**src/rtl/crossbar_pkg.sv**
```systemverilog
// Shared definitions for the crossbar A/D-channel arbiter.
//   - FSM state encoding for the arbiter
//   - TileLink-UL field widths and opcode values
//   - Address map: chip ids plus region base/size constants
//   - in_region(): helper that tests whether an address falls in a region
package crossbar_pkg;

  typedef enum logic [1:0] {
    StIdle,
    StReq,
    StResp
  } arb_state_e;

  // TileLink-UL field widths
  localparam int unsigned OPCODE_W = 3;
  localparam int unsigned PARAM_W  = 3;
  localparam int unsigned SIZE_W   = 3;
  localparam int unsigned SOURCE_W = 4;
  localparam int unsigned ADDR_W   = 64;
  localparam int unsigned MASK_W   = 8;
  localparam int unsigned DATA_W   = 64;
  localparam int unsigned CHIP_W   = 6;

  // TileLink-UL opcodes
  localparam logic [OPCODE_W-1:0] TL_A_PUT_FULL        = 3'd0;
  localparam logic [OPCODE_W-1:0] TL_A_PUT_PARTIAL     = 3'd1;
  localparam logic [OPCODE_W-1:0] TL_A_GET             = 3'd4;
  localparam logic [OPCODE_W-1:0] TL_D_ACCESS_ACK      = 3'd0;
  localparam logic [OPCODE_W-1:0] TL_D_ACCESS_ACK_DATA = 3'd1;

  // Chip ids driven on chip_sel
  localparam logic [CHIP_W-1:0] CHIP_NONE  = 6'd0;
  localparam logic [CHIP_W-1:0] CHIP_ROM   = 6'd1;
  localparam logic [CHIP_W-1:0] CHIP_CLINT = 6'd2;
  localparam logic [CHIP_W-1:0] CHIP_PLIC  = 6'd3;
  localparam logic [CHIP_W-1:0] CHIP_UART  = 6'd4;
  localparam logic [CHIP_W-1:0] CHIP_DRAM  = 6'd5;

  // ROM decodes from 0x1000 but its offsets are taken relative to 0x0,
  // so its window start and its base differ.
  localparam logic [ADDR_W-1:0] ROM_LO     = 64'h0000_0000_0000_1000;
  localparam logic [ADDR_W-1:0] ROM_SIZE   = 64'h0000_0000_0000_F000;
  localparam logic [ADDR_W-1:0] ROM_BASE   = 64'h0000_0000_0000_0000;
  localparam logic [ADDR_W-1:0] CLINT_BASE = 64'h0000_0000_0200_0000;
  localparam logic [ADDR_W-1:0] CLINT_SIZE = 64'h0000_0000_0001_0000;
  localparam logic [ADDR_W-1:0] PLIC_BASE  = 64'h0000_0000_0C00_0000;
  localparam logic [ADDR_W-1:0] PLIC_SIZE  = 64'h0000_0000_0400_0000;
  localparam logic [ADDR_W-1:0] UART_BASE  = 64'h0000_0000_1000_0000;
  localparam logic [ADDR_W-1:0] UART_SIZE  = 64'h0000_0000_0000_1000;
  localparam logic [ADDR_W-1:0] DRAM_BASE  = 64'h0000_0000_8000_0000;
  localparam logic [ADDR_W-1:0] DRAM_SIZE  = 64'h0000_0000_8000_0000;

  // Subtract-then-compare avoids overflow of lo + size at the top of memory.
  function automatic logic in_region(input logic [ADDR_W-1:0] addr,
                                     input logic [ADDR_W-1:0] lo,
                                     input logic [ADDR_W-1:0] size);
    return (addr >= lo) && ((addr - lo) < size);
  endfunction

endpackage

```
**src/rtl/crossbar_addr_decode.sv**
```systemverilog
// Combinational address decoder for the crossbar.
// Maps an A-channel address onto a target chip id and an offset
// inside that target.
//   addr_i      : A-channel address
//   chip_sel_o  : chip id (CHIP_NONE when the address is unmapped)
//   chip_addr_o : address minus the region base (the raw address when unmapped)
module crossbar_addr_decode
  import crossbar_pkg::*;
(
  input  logic [ADDR_W-1:0] addr_i,
  output logic [CHIP_W-1:0] chip_sel_o,
  output logic [ADDR_W-1:0] chip_addr_o
);

  always_comb begin
    chip_sel_o  = CHIP_NONE;
    chip_addr_o = addr_i;
    if (in_region(addr_i, ROM_LO, ROM_SIZE)) begin
      chip_sel_o  = CHIP_ROM;
      chip_addr_o = addr_i - ROM_BASE;
    end else if (in_region(addr_i, CLINT_BASE, CLINT_SIZE)) begin
      chip_sel_o  = CHIP_CLINT;
      chip_addr_o = addr_i - CLINT_BASE;
    end else if (in_region(addr_i, PLIC_BASE, PLIC_SIZE)) begin
      chip_sel_o  = CHIP_PLIC;
      chip_addr_o = addr_i - PLIC_BASE;
    end else if (in_region(addr_i, UART_BASE, UART_SIZE)) begin
      chip_sel_o  = CHIP_UART;
      chip_addr_o = addr_i - UART_BASE;
    end else if (in_region(addr_i, DRAM_BASE, DRAM_SIZE)) begin
      chip_sel_o  = CHIP_DRAM;
      chip_addr_o = addr_i - DRAM_BASE;
    end
  end

endmodule

```
**src/rtl/crossbar_a_arbiter.sv**
```systemverilog
// Round-robin arbiter that shares one TileLink-UL A/D channel pair between
// NUM_MASTERS requesters, with a single outstanding transaction at a time.
//   m_a_*      : per-master A channels (fields packed into flat vectors)
//   s_a_*      : granted A channel toward the crossbar, plus chip_sel/chip_addr
//   s_d_*      : D channel from the crossbar
//   m_d_*      : D fields broadcast to all masters; m_d_valid/m_d_ready per master
//   busy       : high when the arbiter is not idle
//   err_flags  : sticky errors; bit0 response timeout, bit1 D source mismatch
module crossbar_a_arbiter
  import crossbar_pkg::*;
#(
  parameter int unsigned NUM_MASTERS    = 2,
  parameter int unsigned TIMEOUT_CYCLES = 1024,
  parameter int unsigned IDX_W          = $clog2(NUM_MASTERS)
) (
  input  logic                            clk,
  input  logic                            rst_n,
  // Master A channels
  input  logic [NUM_MASTERS-1:0]          m_a_valid,
  output logic [NUM_MASTERS-1:0]          m_a_ready,
  input  logic [NUM_MASTERS*OPCODE_W-1:0] m_a_opcode,
  input  logic [NUM_MASTERS*PARAM_W-1:0]  m_a_param,
  input  logic [NUM_MASTERS*SIZE_W-1:0]   m_a_size,
  input  logic [NUM_MASTERS*SOURCE_W-1:0] m_a_source,
  input  logic [NUM_MASTERS*ADDR_W-1:0]   m_a_address,
  input  logic [NUM_MASTERS*MASK_W-1:0]   m_a_mask,
  input  logic [NUM_MASTERS*DATA_W-1:0]   m_a_data,
  input  logic [NUM_MASTERS-1:0]          m_a_corrupt,
  // Crossbar A channel
  output logic                            s_a_valid,
  input  logic                            s_a_ready,
  output logic [OPCODE_W-1:0]             s_a_opcode,
  output logic [PARAM_W-1:0]              s_a_param,
  output logic [SIZE_W-1:0]               s_a_size,
  output logic [SOURCE_W-1:0]             s_a_source,
  output logic [ADDR_W-1:0]               s_a_address,
  output logic [MASK_W-1:0]               s_a_mask,
  output logic [DATA_W-1:0]               s_a_data,
  output logic                            s_a_corrupt,
  output logic [CHIP_W-1:0]               chip_sel,
  output logic [ADDR_W-1:0]               chip_addr,
  // Crossbar D channel
  input  logic                            s_d_valid,
  output logic                            s_d_ready,
  input  logic [OPCODE_W-1:0]             s_d_opcode,
  input  logic [SIZE_W-1:0]               s_d_size,
  input  logic [SOURCE_W-1:0]             s_d_source,
  input  logic [DATA_W-1:0]               s_d_data,
  input  logic                            s_d_denied,
  input  logic                            s_d_corrupt,
  // Master D channels
  output logic [NUM_MASTERS-1:0]          m_d_valid,
  input  logic [NUM_MASTERS-1:0]          m_d_ready,
  output logic [OPCODE_W-1:0]             m_d_opcode,
  output logic [SIZE_W-1:0]               m_d_size,
  output logic [SOURCE_W-1:0]             m_d_source,
  output logic [DATA_W-1:0]               m_d_data,
  output logic                            m_d_denied,
  output logic                            m_d_corrupt,
  // Status
  output logic                            busy,
  output logic [1:0]                      err_flags
);

  // One extra count above TIMEOUT_CYCLES-1 so the saturated value is distinct
  // from the cycle that raises the timeout.
  localparam int unsigned          TIMER_W    = $clog2(TIMEOUT_CYCLES + 1);
  localparam logic [TIMER_W-1:0]   TIMER_MAX  = TIMER_W'(TIMEOUT_CYCLES);
  localparam logic [TIMER_W-1:0]   TIMER_LAST = TIMER_W'(TIMEOUT_CYCLES - 1);
  localparam logic [IDX_W-1:0]     LAST_RESET = IDX_W'(NUM_MASTERS - 1);

  arb_state_e          state_q, state_d;
  logic [IDX_W-1:0]    grant_q, grant_d;
  logic [IDX_W-1:0]    last_grant_q, last_grant_d;
  logic [SOURCE_W-1:0] src_q, src_d;
  logic [TIMER_W-1:0]  timer_q, timer_d;
  logic [1:0]          err_q, err_d;

  logic [IDX_W-1:0]    rr_pick;

  logic                gnt_valid;
  logic [OPCODE_W-1:0] gnt_opcode;
  logic [PARAM_W-1:0]  gnt_param;
  logic [SIZE_W-1:0]   gnt_size;
  logic [SOURCE_W-1:0] gnt_source;
  logic [ADDR_W-1:0]   gnt_address;
  logic [MASK_W-1:0]   gnt_mask;
  logic [DATA_W-1:0]   gnt_data;
  logic                gnt_corrupt;

  logic                d_hs;

  // Round-robin pick: first valid requester after last_grant, wrapping.
  always_comb begin
    logic        found;
    int unsigned cand;
    found   = 1'b0;
    cand    = 0;
    rr_pick = '0;
    for (int unsigned i = 1; i <= NUM_MASTERS; i++) begin
      cand = (32'(last_grant_q) + i) % NUM_MASTERS;
      if (!found && m_a_valid[cand]) begin
        found   = 1'b1;
        rr_pick = IDX_W'(cand);
      end
    end
  end

  // A-channel fields of the currently granted master.
  always_comb begin
    int unsigned gi;
    gi          = 32'(grant_q);
    gnt_valid   = m_a_valid[gi];
    gnt_opcode  = m_a_opcode[gi*OPCODE_W +: OPCODE_W];
    gnt_param   = m_a_param[gi*PARAM_W +: PARAM_W];
    gnt_size    = m_a_size[gi*SIZE_W +: SIZE_W];
    gnt_source  = m_a_source[gi*SOURCE_W +: SOURCE_W];
    gnt_address = m_a_address[gi*ADDR_W +: ADDR_W];
    gnt_mask    = m_a_mask[gi*MASK_W +: MASK_W];
    gnt_data    = m_a_data[gi*DATA_W +: DATA_W];
    gnt_corrupt = m_a_corrupt[gi];
  end

  // Fields are forced to zero outside REQ so idle outputs are quiet.
  always_comb begin
    s_a_opcode  = '0;
    s_a_param   = '0;
    s_a_size    = '0;
    s_a_source  = '0;
    s_a_address = '0;
    s_a_mask    = '0;
    s_a_data    = '0;
    s_a_corrupt = 1'b0;
    if (state_q == StReq) begin
      s_a_opcode  = gnt_opcode;
      s_a_param   = gnt_param;
      s_a_size    = gnt_size;
      s_a_source  = gnt_source;
      s_a_address = gnt_address;
      s_a_mask    = gnt_mask;
      s_a_data    = gnt_data;
      s_a_corrupt = gnt_corrupt;
    end
  end

  // Address zero is unmapped, so idle outputs decode to chip 0 / offset 0.
  crossbar_addr_decode u_addr_decode (
    .addr_i      (s_a_address),
    .chip_sel_o  (chip_sel),
    .chip_addr_o (chip_addr)
  );

  assign m_d_opcode  = s_d_opcode;
  assign m_d_size    = s_d_size;
  assign m_d_source  = s_d_source;
  assign m_d_data    = s_d_data;
  assign m_d_denied  = s_d_denied;
  assign m_d_corrupt = s_d_corrupt;

  assign busy      = (state_q != StIdle);
  assign err_flags = err_q;

  always_comb begin
    state_d      = state_q;
    grant_d      = grant_q;
    last_grant_d = last_grant_q;
    src_d        = src_q;
    timer_d      = timer_q;
    err_d        = err_q;
    s_a_valid    = 1'b0;
    m_a_ready    = '0;
    s_d_ready    = 1'b0;
    m_d_valid    = '0;
    d_hs         = 1'b0;

    unique case (state_q)
      StIdle: begin
        if (|m_a_valid) begin
          grant_d = rr_pick;
          state_d = StReq;
        end
      end

      StReq: begin
        s_a_valid          = gnt_valid;
        m_a_ready[grant_q] = s_a_ready;
        if (gnt_valid && s_a_ready) begin
          src_d   = gnt_source;
          timer_d = '0;
          state_d = StResp;
        end else if (!gnt_valid) begin
          // Requester withdrew before the handshake: give up its turn.
          last_grant_d = grant_q;
          state_d      = StIdle;
        end
      end

      StResp: begin
        m_d_valid[grant_q] = s_d_valid;
        s_d_ready          = m_d_ready[grant_q];
        d_hs               = s_d_valid && m_d_ready[grant_q];
        if (d_hs) begin
          last_grant_d = grant_q;
          state_d      = StIdle;
          if (s_d_source != src_q) begin
            err_d[1] = 1'b1;
          end
        end else begin
          if (timer_q == TIMER_LAST) begin
            err_d[0] = 1'b1;
          end
          if (timer_q != TIMER_MAX) begin
            timer_d = timer_q + TIMER_W'(1);
          end
        end
      end

      default: state_d = StIdle;
    endcase
  end

  always_ff @(posedge clk or negedge rst_n) begin
    if (!rst_n) begin
      state_q      <= StIdle;
      grant_q      <= '0;
      last_grant_q <= LAST_RESET;
      src_q        <= '0;
      timer_q      <= '0;
      err_q        <= '0;
    end else begin
      state_q      <= state_d;
      grant_q      <= grant_d;
      last_grant_q <= last_grant_d;
      src_q        <= src_d;
      timer_q      <= timer_d;
      err_q        <= err_d;
    end
  end

endmodule

```
**config.mk**
```make
export PLATFORM = sky130hd
export DESIGN_NAME = crossbar_a_arbiter
export DESIGN_NICKNAME = d
export VERILOG_FILES = /design/src/rtl/crossbar_pkg.sv /design/src/rtl/crossbar_addr_decode.sv /design/src/rtl/crossbar_a_arbiter.sv
export SDC_FILE = /design/constraint.sdc
export NUM_CORES = 1
export LEC_CHECK = 0
export CAP_MARGIN = 10
export CORE_AREA = 5 5 267 269
export CTS_CLUSTER_DIAMETER = 100
export DETAILED_ROUTE_END_ITERATION = 10
export DIE_AREA = 0 0 272 274
export HOLD_SLACK_MARGIN = 0.15
export MAX_ROUTING_LAYER = met4
export PLACE_DENSITY_LB_ADDON = 0.15
export SYNTH_ARGS = -nofsm -noshare
export SYNTH_HDL_FRONTEND = slang
export SYNTH_HIERARCHICAL = 1
export SYNTH_SLANG_ARGS = --single-unit
```
**constraint.sdc**
```tcl
create_clock -name clk -period 6.91 [get_ports clk]
set_input_delay 1.7275 -clock clk [delete_from_list [all_inputs] [get_ports clk]]
set_output_delay 1.7275 -clock clk [all_outputs]
set_load 0.02 [all_outputs]
```
After elaboration in Yosys (flattened, before gate mapping)
Cells that the tools add are included.

word-level totals
  logic and storage cells = 125
  register bits = 21
  output and inout bits = 305
  bits of input ports = 384

operators by class
  eq/ne operators = 13
  bitwise operators = 3
  reduce and logical (&&, ||, !) cells = 21
  multiply operators = 1
  add/sub/neg operators = 8
  magnitude comparators = 15
  shift-type cells = 7
  mux-type cells = 50

operators with widths
  cell                    number
  $mux 64                 7
  $shiftx 128x8->64       2
  $ge 64x13->1 const B    1
  $ge 64x26->1 const B    1
  $ge 64x28->1 const B    1
  $ge 64x29->1 const B    1
  $ge 64x32->1 const B    1
  $lt 64x13->1 const B    1
  $lt 64x16->1 const B    1
  $lt 64x17->1 const B    1
  $lt 64x27->1 const B    1
  $lt 64x32->1 const B    1
  $sub 64x13->64 const B  1
  $sub 64x26->64 const B  1
  $sub 64x28->64 const B  1
  $sub 64x29->64 const B  1
  $sub 64x32->64 const B  1
  $mux 11                 3
  $mux 6                  4
  $pmux 11 s2             1
  $mux 1                  20
  $shiftx 6x4->3          3
  $shiftx 16x5->8         1
  $mux 2                  6
  30 further kinds        56

Logic depth before layout (Yosys ltp)
Gate-level depths: netlist of run 1.

  depth after elaboration = 10
  mapped depth = 21
  depth with buffers taken out = 13

Hierarchy
The synthesis of run 1 kept the hierarchy.

modules (own cells, without submodules)
  module                cells each  area an instance (um^2)  instances
  crossbar_a_arbiter    545         4022.6                   1
  crossbar_addr_decode  629         3902.5                   1

Worst setup path after synthesis of run 1
OpenSTA, ideal clock, no wires.

  path kind = input -> output
  start point = in m_a_address[92]
  end point = out chip_addr[28]
  cell stages on the path = 18
  slack = -0.392 ns
  arrival = 5.575 ns
  cells stage by stage = mux2i_1 > nor2_1 > clkbuf_1 > clkbuf_1 > inv_1 > ha_1 > clkbuf_1 > nor2b_1 > clkbuf_1 > nand4_1 > clkbuf_1 > nor2_1 > xor2_1 > nor4_1 > and4_1 > nand3_1 > or4_1 > a21oi_1

on the way
  longest elaborated chain between the ends = 10

ends and longest elaborated chain
  element                RTL line                                        RTL
  start: declaration     crossbar_a_arbiter.sv:25                        input logic [NUM_MASTERS*ADDR_W-1:0] m_a_address,
  $shiftx 128x8->64 (*)  crossbar_a_arbiter.sv:118                       gnt_address = m_a_address[gi*ADDR_W +: ADDR_W];
  $mux 64 (*)            crossbar_a_arbiter.sv:134                       if (state_q == StReq) begin
  via s_a_address[28]    crossbar_a_arbiter.sv:36                        output logic [ADDR_W-1:0] s_a_address,
  $sub 64x32->64         crossbar_pkg.sv:57, crossbar_addr_decode.sv:32
  $lt 64x32->1           crossbar_pkg.sv:57                              return (addr >= lo) && ((addr - lo) < size);
  $logic_and 1x1->1      crossbar_pkg.sv:57
  $mux 64                crossbar_addr_decode.sv:30                      end else if (in_region(addr_i, DRAM_BASE, DRAM_SIZE)) begin
  $mux 64                crossbar_addr_decode.sv:27                      end else if (in_region(addr_i, UART_BASE, UART_SIZE)) begin
  $mux 64                crossbar_addr_decode.sv:24                      end else if (in_region(addr_i, PLIC_BASE, PLIC_SIZE)) begin
  $mux 64                crossbar_addr_decode.sv:21                      end else if (in_region(addr_i, CLINT_BASE, CLINT_SIZE)) begin
  $mux 64 (*)            crossbar_addr_decode.sv:18                      if (in_region(addr_i, ROM_LO, ROM_SIZE)) begin
  end: declaration       crossbar_a_arbiter.sv:41                        output logic [ADDR_W-1:0] chip_addr,

The timed path passes the listed nets; every way through them passes the cells marked *.

Worst setup path in the final report of run 1
  start point = in m_a_address[119]
  end point = out chip_addr[28]

on the way
  longest elaborated chain between the ends = 10

ends and longest elaborated chain
  element                RTL line
  $shiftx 128x8->64 (*)  crossbar_a_arbiter.sv:118
  $mux 64 (*)            crossbar_a_arbiter.sv:134
  $sub 64x32->64         crossbar_pkg.sv:57
  $lt 64x32->1           crossbar_pkg.sv:57
  $logic_and 1x1->1      crossbar_pkg.sv:57
  $mux 64                crossbar_addr_decode.sv:30
  $mux 64                crossbar_addr_decode.sv:27
  $mux 64                crossbar_addr_decode.sv:24
  $mux 64                crossbar_addr_decode.sv:21
  $mux 64 (*)            crossbar_addr_decode.sv:18

Mark *: on every way between the ends. The rest lies on a longest branch, timed or not.

==> impl_metrics.json, run 1 <==
{
  "cp_common_cell": "or4_4",
  "status": "complete, but fails checks",
  "fp-row-count": 96,
  "hp-class": "reg -> reg",
  "wl_met1_um": 22900,
  "path_class": "in -> out",
  "cp.depth": 12,
  "power_frac_clock_pct": 1.4,
  "maxSlewViolCount": 0,
  "first_pass_iters": 5,
  "final_area_um2": 16750,
  "synth.avg_cell_area_um2": 6.751,
  "power.internal_mw": 4.058,
  "num_vias": 11280,
  "synth_xor_area_share_pct": 8.399,
  "ant_nets": 0,
  "cp_max_fo": 5,
  "fp.dieH_um": 274,
  "multi_input_area_um2": 6873,
  "holdBufCountCts": 0,
  "p_sw_mw": 4.675,
  "syn2layout_area_growth_pct": 111.3,
  "finalHoldViolCount": 0,
  "root_buffer": "clkbuf_16",
  "synth_warnings": 6,
  "timing.critical_path.buf_inv": 3,
  "p_leak_nw": 7.039,
  "ys_top_cells_by_area": "mux2i_1 (20%), nor2_1 (10%), buf_4 (10%), dfrtp_1 (6.3%), xnor2_1 (5.2%)",
  "netlist_area_um2": 7925,
  "switching_share_pct": 53.53,
  "drc_errors": 0,
  "failed_checks": "negative setup slack",
  "hold_depth": 2,
  "rr_worst_depth": 7,
  "start_kind": "input pin",
  "crit_family": "simple AND/OR/NAND/NOR gates",
  "first_iter_violations": 574,
  "rsz0062_at_grt": "true",
  "ir_drop_mv": 0.1600,
  "end_kind": "output pin",
  "num-fill-cells": 7471,
  "route.met2.wl_um": 30130,
  "numPortBuffers": 541,
  "drt-total-wl_um": 57910,
  "die_w_um": 272,
  "hold_ws_ns": 0.4746,
  "synthFlopType": "dfrtp_1",
  "powerDensity_nw_per_um2": 521.5,
  "async_flop_share_pct": 100.0,
  "final_cells": 2707,
  "regArea_um2": 530.5,
  "worst_pin_slew_ns": 1.005,
  "vias_per_cell": 4.165,
  "layout-drive-gt1-share_pct": 27.41,
  "cp_cell_sequence": "clkdlybuf4s50_1 -> mux2i_1 -> nor2_2 -> or4_4 -> or4_4 -> or4b_1 -> a2111o_1 -> nor4b_4 -> buf_4 -> o31ai_4 -> a21oi_4 -> buf_6",
  "clk_pin_slew_ns": 0.06,
  "grt_pass1_wl_um": 80120,
  "muxShareOfSynthArea_pct": 19.77,
  "synth_compound_area_share_pct": 11.90,
  "synthAdderAreaFrac_pct": 1.895,
  "nNetsFinal": 2221,
  "max_freq_mhz": 140.0,
  "arrival_ns": 5.41,
  "top_layer": "met4",
  "grt_pass1_vias": 11480,
  "synth_top_cell_by_area": "mux2i_1",
  "pin_count": 689,
  "gp_congestion": 0.9321,
  "ys_ff_latch": 21,
  "pwr-share-comb_pct": 95.8,
  "avgRoutedWirePerCell_um": 21.39,
  "hpwl_um": 49120,
  "cts_max_level": 1,
  "numCtsBuffers": 3,
  "placed_cells": 2659,
  "clk_latency_ns": 0.26,
  "core_area_um2": 68350,
  "setup_viol": 10,
  "setup_ws_ns": -0.2317,
  "cts_buffer_depth": 2,
  "grt_use_total_pct": 14.50,
  "slowest_delay_ns": 0.57,
  "ys_seq_area_share_pct": 6.647,
  "start_util_pct": 11.60,
  "synth_top_area_share_pct": 19.58,
  "drv_cap": 0,
  "finClkSkew_ns": 0.002958,
  "pwr-share-seq_pct": 2.8,
  "fin_crit_sh_pct": 103.4,
  "syn_inst": 1174,
  "placed_area_um2": 15390,
  "fp.dieArea_um2": 74530,
  "finalPower_mw": 8.733,
  "synth_top_family_by_area": "simple AND/OR/NAND/NOR gates",
  "fin_crit_ns": 7.142,
  "slew_headroom_pct": 32.81,
  "critPathRequiredTime_ns": 5.18,
  "synth-simple-area-share_pct": 34.42,
  "cts_tree": "built",
  "synth_edf_count": 0,
  "clock-sinks": 21,
  "crit_slowest_cell": "or4_4",
  "overflow": 0,
  "met3_length_um": 3807,
  "antenna_found_initial": 1,
  "grt_max_degree": 66,
  "yosysUniqueCellTypes": 79
}
[kinds of logic (layout without fill, tap and decap cells)]
logic type | count (synthesis) | after routing
AOI/OAI and AO/OA | 130 | 130
buffers and inverters | 245 | 893
muxes | 156 | 156
and+or+nand+nor | 533 | 533
xor gates and xnor gates | 76 | 76
adders and majority gates | 12 | 12
other | 1 | 4
DFF | 21 | 21
[area by class of cell]
type                       count  share of cell area, %
antenna                        1                0.01494
sequential                    21                  3.168
clock buffer                   4                 0.4707
timing repair buffer         865                  48.16
multi-input combinational    910                  41.04
inverter                      24                 0.5529
tap                          882                  6.590
[worst reg2reg max path, stage by stage, from the launching register on]
cell and delay (ns):
dfrtp_4 0.71, buf_12 0.26, buf_4 0.23, buf_4 0.39, mux2_4 0.39, a21oi_4 0.45
o21a_1 0.36, o221ai_1 0.15
[metal layers]
layer  up-vias  GRT usage (%)
met5         -              -
met4         0          2.400
met3        57          2.415
met2       474          26.76
met1      5379          16.78
li1       5365              -
[state kept, by name, summed over array words and instances (netlist names)]
| register | count |
|---|---|
| timer_q | 11 |
| src_q | 4 |
| err_flags | 2 |
| state_q | 2 |
| grant_q | 1 |
| last_grant_q | 1 |
[cells in the mapped netlist (all sizes together), types with 12 or more instances]
cell type	instances
nand4	40
ha	12
o21ai	28
nand2	56
o31ai	15
clkbuf	83
a21oi	19
xor2	29
nand3	29
or4	25
mux2i	155
inv	24
nor2	220
nor4	44
nand2b	13
buf	138
dfrtp	20
nor3	36
xnor2	47
[power groups by stage]
stage	Sequential [mW]	Combinational (mW)	Clock, mW
after floorplan	0.203	3.76	0
after global placement	0.245	7.67	0
after detailed placement	0.246	7.60	0
after CTS	0.244	7.81	0.131
after global routing	0.253	8.86	0.136
final	0.244	8.36	0.126
[path summary, 6_finish.rpt]
check | slack [ns] | end | from
setup / recovery | -0.23 | chip_addr[28] | m_a_address[119]
hold / removal | 0.47 | err_flags[0]$_DFFE_PN0P_ | err_flags[0]$_DFFE_PN0P_
setup reg to reg | 3.85 | timer_q[4]$_DFFE_PN0P_ | grant_q$_DFFE_PN0P_
hold reg to reg | 0.47 | err_flags[0]$_DFFE_PN0P_ | err_flags[0]$_DFFE_PN0P_
max in group asynchronous | 4.16 | grant_q$_DFFE_PN0P_ | rst_n
min in group asynchronous | 2.02 | err_flags[0]$_DFFE_PN0P_ | rst_n
[through the flow]
step / setup WS, ns / util, % / TNS (ns)
6_report: -0.2317 / 24.50 / -1.507
5_1_grt: -0.3629 / 24.50 / -3.179
4_1_cts: -0.4660 / 23.08 / -3.502
3_5_place_dp: -0.8458 / 22.52 / -7.559
3_3_place_gp: -0.8799 / 22.52 / -7.752
2_1_floorplan: -0.02535 / - / -0.02535
[repair_timing]
item,in CTS,in global routing
pin swaps,33,84
setup endpoints to repair,12,12
resized for setup,86,173
setup buffers,8,36
[placed cells by master (no fill, tap or decap), types with 5 or more instances in the layout]
cell,instances
o31ai_1,12
nor4_1,26
nor4_4,7
inv_1,18
or2_2,5
buf_12,7
nand4_1,40
a31oi_1,6
nor3_1,25
clkdlybuf4s50_1,484
nor4_2,11
nand2b_1,12
nor2b_1,6
and4_1,7
nor2_1,194
ha_4,5
o21ai_0,23
and3_1,6
inv_2,5
nand2_1,50
o211ai_1,5
dlymetal6s2s_1,35
or3_1,10
a21oi_1,16
buf_4,306
nor2_2,24
nand3_1,26
mux2i_1,150
buf_6,24
nor3_2,8
or4_1,9
nand4b_1,5
ha_1,6
dfrtp_1,19
xnor2_1,45
xor2_1,27
or4_4,16
No activity file was read; power rests on OpenSTA's default activity.
==> inputs of run 2 (changes only) <==
--- a/config.mk
+++ b/config.mk
@@ -5,12 +5,13 @@
 export SDC_FILE = /design/constraint.sdc
 export NUM_CORES = 1
 export LEC_CHECK = 0
+export ABC_CLOCK_PERIOD_IN_PS = 6910
 export CAP_MARGIN = 10
 export CORE_AREA = 5 5 267 269
 export CTS_CLUSTER_DIAMETER = 100
 export DETAILED_ROUTE_END_ITERATION = 10
 export DIE_AREA = 0 0 272 274
-export HOLD_SLACK_MARGIN = 0.15
+export HOLD_SLACK_MARGIN = 0.02
 export MAX_ROUTING_LAYER = met4
 export PLACE_DENSITY_LB_ADDON = 0.15
 export SYNTH_ARGS = -nofsm -noshare
==> results of run 2 <==
No change in the layout: final DEF, timing and power equal those of run 1.
==> inputs of run 3 (changes only) <==
--- a/config.mk
+++ b/config.mk
@@ -12,7 +12,6 @@
 export DETAILED_ROUTE_END_ITERATION = 10
 export DIE_AREA = 0 0 272 274
 export HOLD_SLACK_MARGIN = 0.02
-export MAX_ROUTING_LAYER = met4
 export PLACE_DENSITY_LB_ADDON = 0.15
 export SYNTH_ARGS = -nofsm -noshare
 export SYNTH_HDL_FRONTEND = slang
==> impl_metrics.json, run 3 (same netlist as run 1, synthesis figures left out) <==
{
  "cts_max_level": 1,
  "clk_pin_slew_ns": 0.06,
  "slowest_delay_ns": 0.54,
  "max_freq_mhz": 139.7,
  "num_vias": 11360,
  "clk_latency_ns": 0.26,
  "end_kind": "output pin",
  "hpwl_um": 48990,
  "nNetsFinal": 2236,
  "first_iter_violations": 521,
  "hold_ws_ns": 0.4829,
  "fp.dieArea_um2": 74530,
  "drc_errors": 0,
  "rsz0062_at_grt": "true",
  "core_area_um2": 68350,
  "crit_family": "simple AND/OR/NAND/NOR gates",
  "syn2layout_area_growth_pct": 114.0,
  "switching_share_pct": 53.47,
  "cp_max_fo": 5,
  "largest_reg_flops": 11,
  "grt_use_total_pct": 14.15,
  "grt_pass1_wl_um": 80630,
  "pwr-share-comb_pct": 95.8,
  "clock-sinks": 21,
  "start_kind": "input pin",
  "status": "complete, but fails checks",
  "overflow": 0,
  "reg2reg_from": "grant_q$_DFFE_PN0P_",
  "fp.dieH_um": 274,
  "hp-class": "reg -> reg",
  "rr_endpoint": "timer_q[4]$_DFFE_PN0P_",
  "failed_checks": "negative setup slack",
  "cp_cell_sequence": "buf_6 -> mux2i_2 -> nor2_2 -> or4_4 -> or4_4 -> or4_4 -> or4b_4 -> a2111o_1 -> nor4b_4 -> buf_6 -> o31ai_4 -> a21oi_4 -> buf_6",
  "layout-drive-gt1-share_pct": 28.33,
  "critPathRequiredTime_ns": 5.18,
  "finalHoldViolCount": 0,
  "finalPower_mw": 8.826,
  "antenna_found_initial": 1,
  "setup_viol": 11,
  "fin_crit_sh_pct": 103.6,
  "pin_count": 689,
  "worst_pin_slew_ns": 1.019,
  "reg_top3": "timer_q x11, src_q x4",
  "num-fill-cells": 7457,
  "numPortBuffers": 541,
  "grt_pass1_vias": 11510,
  "reg2reg_setup_slack_ns": 3.96,
  "cts_buffer_depth": 2,
  "slew_headroom_pct": 31.88,
  "maxSlewViolCount": 0,
  "path_class": "in -> out",
  "drt-total-wl_um": 57920,
  "cts_tree": "built",
  "fin_tns_setup_ns": -1.861,
  "holdBufCountCts": 0,
  "grt_max_degree": 83,
  "rr_worst_depth": 7,
  "fp-row-count": 96,
  "start_util_pct": 11.60,
  "placed_area_um2": 15370,
  "avgRoutedWirePerCell_um": 21.28,
  "ant_nets": 0,
  "p_sw_mw": 4.719,
  "power_frac_clock_pct": 1.4,
  "pwr-share-seq_pct": 2.8,
  "die_w_um": 272,
  "final_cell_mix": "clkdlybuf4s50_1 (478), buf_4 (318), nor2_1 (194), mux2i_1 (149), nand2_1 (51)",
  "crit_slowest_cell": "or4_4",
  "timing.critical_path.buf_inv": 3,
  "vias_per_cell": 4.173,
  "first_pass_iters": 5,
  "hold_depth": 2,
  "powerDensity_nw_per_um2": 520.4,
  "fin_crit_ns": 7.156,
  "top_register": "timer_q",
  "final_area_um2": 16960,
  "final_util_pct": 24.82,
  "root_buffer": "clkbuf_16",
  "gp_congestion": 0.8961,
  "power.internal_mw": 4.106,
  "p_leak_nw": 7.217,
  "finClkSkew_ns": 0.003105,
  "numCtsBuffers": 3,
  "ir_drop_mv": 0.2223,
  "drv_cap": 0,
  "hold_start": "err_flags[0]$_DFFE_PN0P_",
  "final_common_cell": "clkdlybuf4s50_1",
  "min_to": "err_flags[0]$_DFFE_PN0P_",
  "arrival_ns": 5.43,
  "setup_ws_ns": -0.2459
}
-- run 3: cell count changes in the layout (fill, tap and decap cells not counted), moves of 3 or more --
cell             change
buf_4               +12
dlymetal6s2s_1       +8
nor4_4               +5
a21oi_2              +3
clkdlybuf4s50_1      -6
buf_6                +8
nor4_2               -3
-- run 3: layout make-up --
cell class,instances,area (µm²),share of cell area (%)
clock buffers,3,75.07,0.4426
diodes,1,2.502,0.01475
clock inverters,1,5.005,0.02951
multi-input cells,910,6950,40.98
inverters,24,92.59,0.5459
flip-flops and latches,21,530.5,3.128
repair buffers,880,8200,48.35
well taps,882,1104,6.507
-- run 3: metal layers --
layer  global-route usage, %  up-vias  routed length, µm
met5                       0        -                 10
met4                   2.789        2               1155
met3                   2.625       60               3956
met2                   26.21      472              29880
met1                   17.11     5416              22930
li1                        -     5410                  -
-- run 3: worst max-delay path by stage --
stage                     start       endpoint  slack (ns)  cells after the start
2_1_floorplan   m_a_address[92]  chip_addr[28]       -0.03                     16
3_3_place_gp    m_a_address[88]  chip_addr[28]       -0.86                     15
3_5_place_dp    m_a_address[88]  chip_addr[28]       -0.86                     15
4_1_cts        m_a_address[106]  chip_addr[26]       -0.49                     15
5_1_grt        m_a_address[101]  chip_addr[28]       -0.34                     14
6_report        m_a_address[42]  chip_addr[28]       -0.25                     13
-- run 3: worst min-delay path, stage by stage (launching register included) --
cell and delay, ns:
dfrtp_1 0.35, inv_1 0.06, o41ai_2 0.04
-- run 3: what timing repair did --
action	4_1_cts	5_1_grt
gates resized for setup	115	170
setup endpoints to repair	12	12
gates cloned	0	0
pin swaps	43	85
setup buffers	17	45
-- run 3: power groups by stage --
| stage | logic (mW) | registers [mW] | clock network (mW) |
|---|---|---|---|
| floorplan | 3.76 | 0.203 | 0 |
| global placement | 7.65 | 0.245 | 0 |
| detailed placement | 7.56 | 0.246 | 0 |
| CTS | 7.93 | 0.244 | 0.132 |
| global route | 8.98 | 0.253 | 0.137 |
| finish | 8.46 | 0.243 | 0.127 |
-- run 3: per-stage QoR --
step	cells	worst slack, ns
floorplan	1176	-0.02535
global placement	2658	-0.8626
detailed placement	2658	-0.8619
CTS	2677	-0.4876
global route	2721	-0.3372
finish	2722	-0.2459
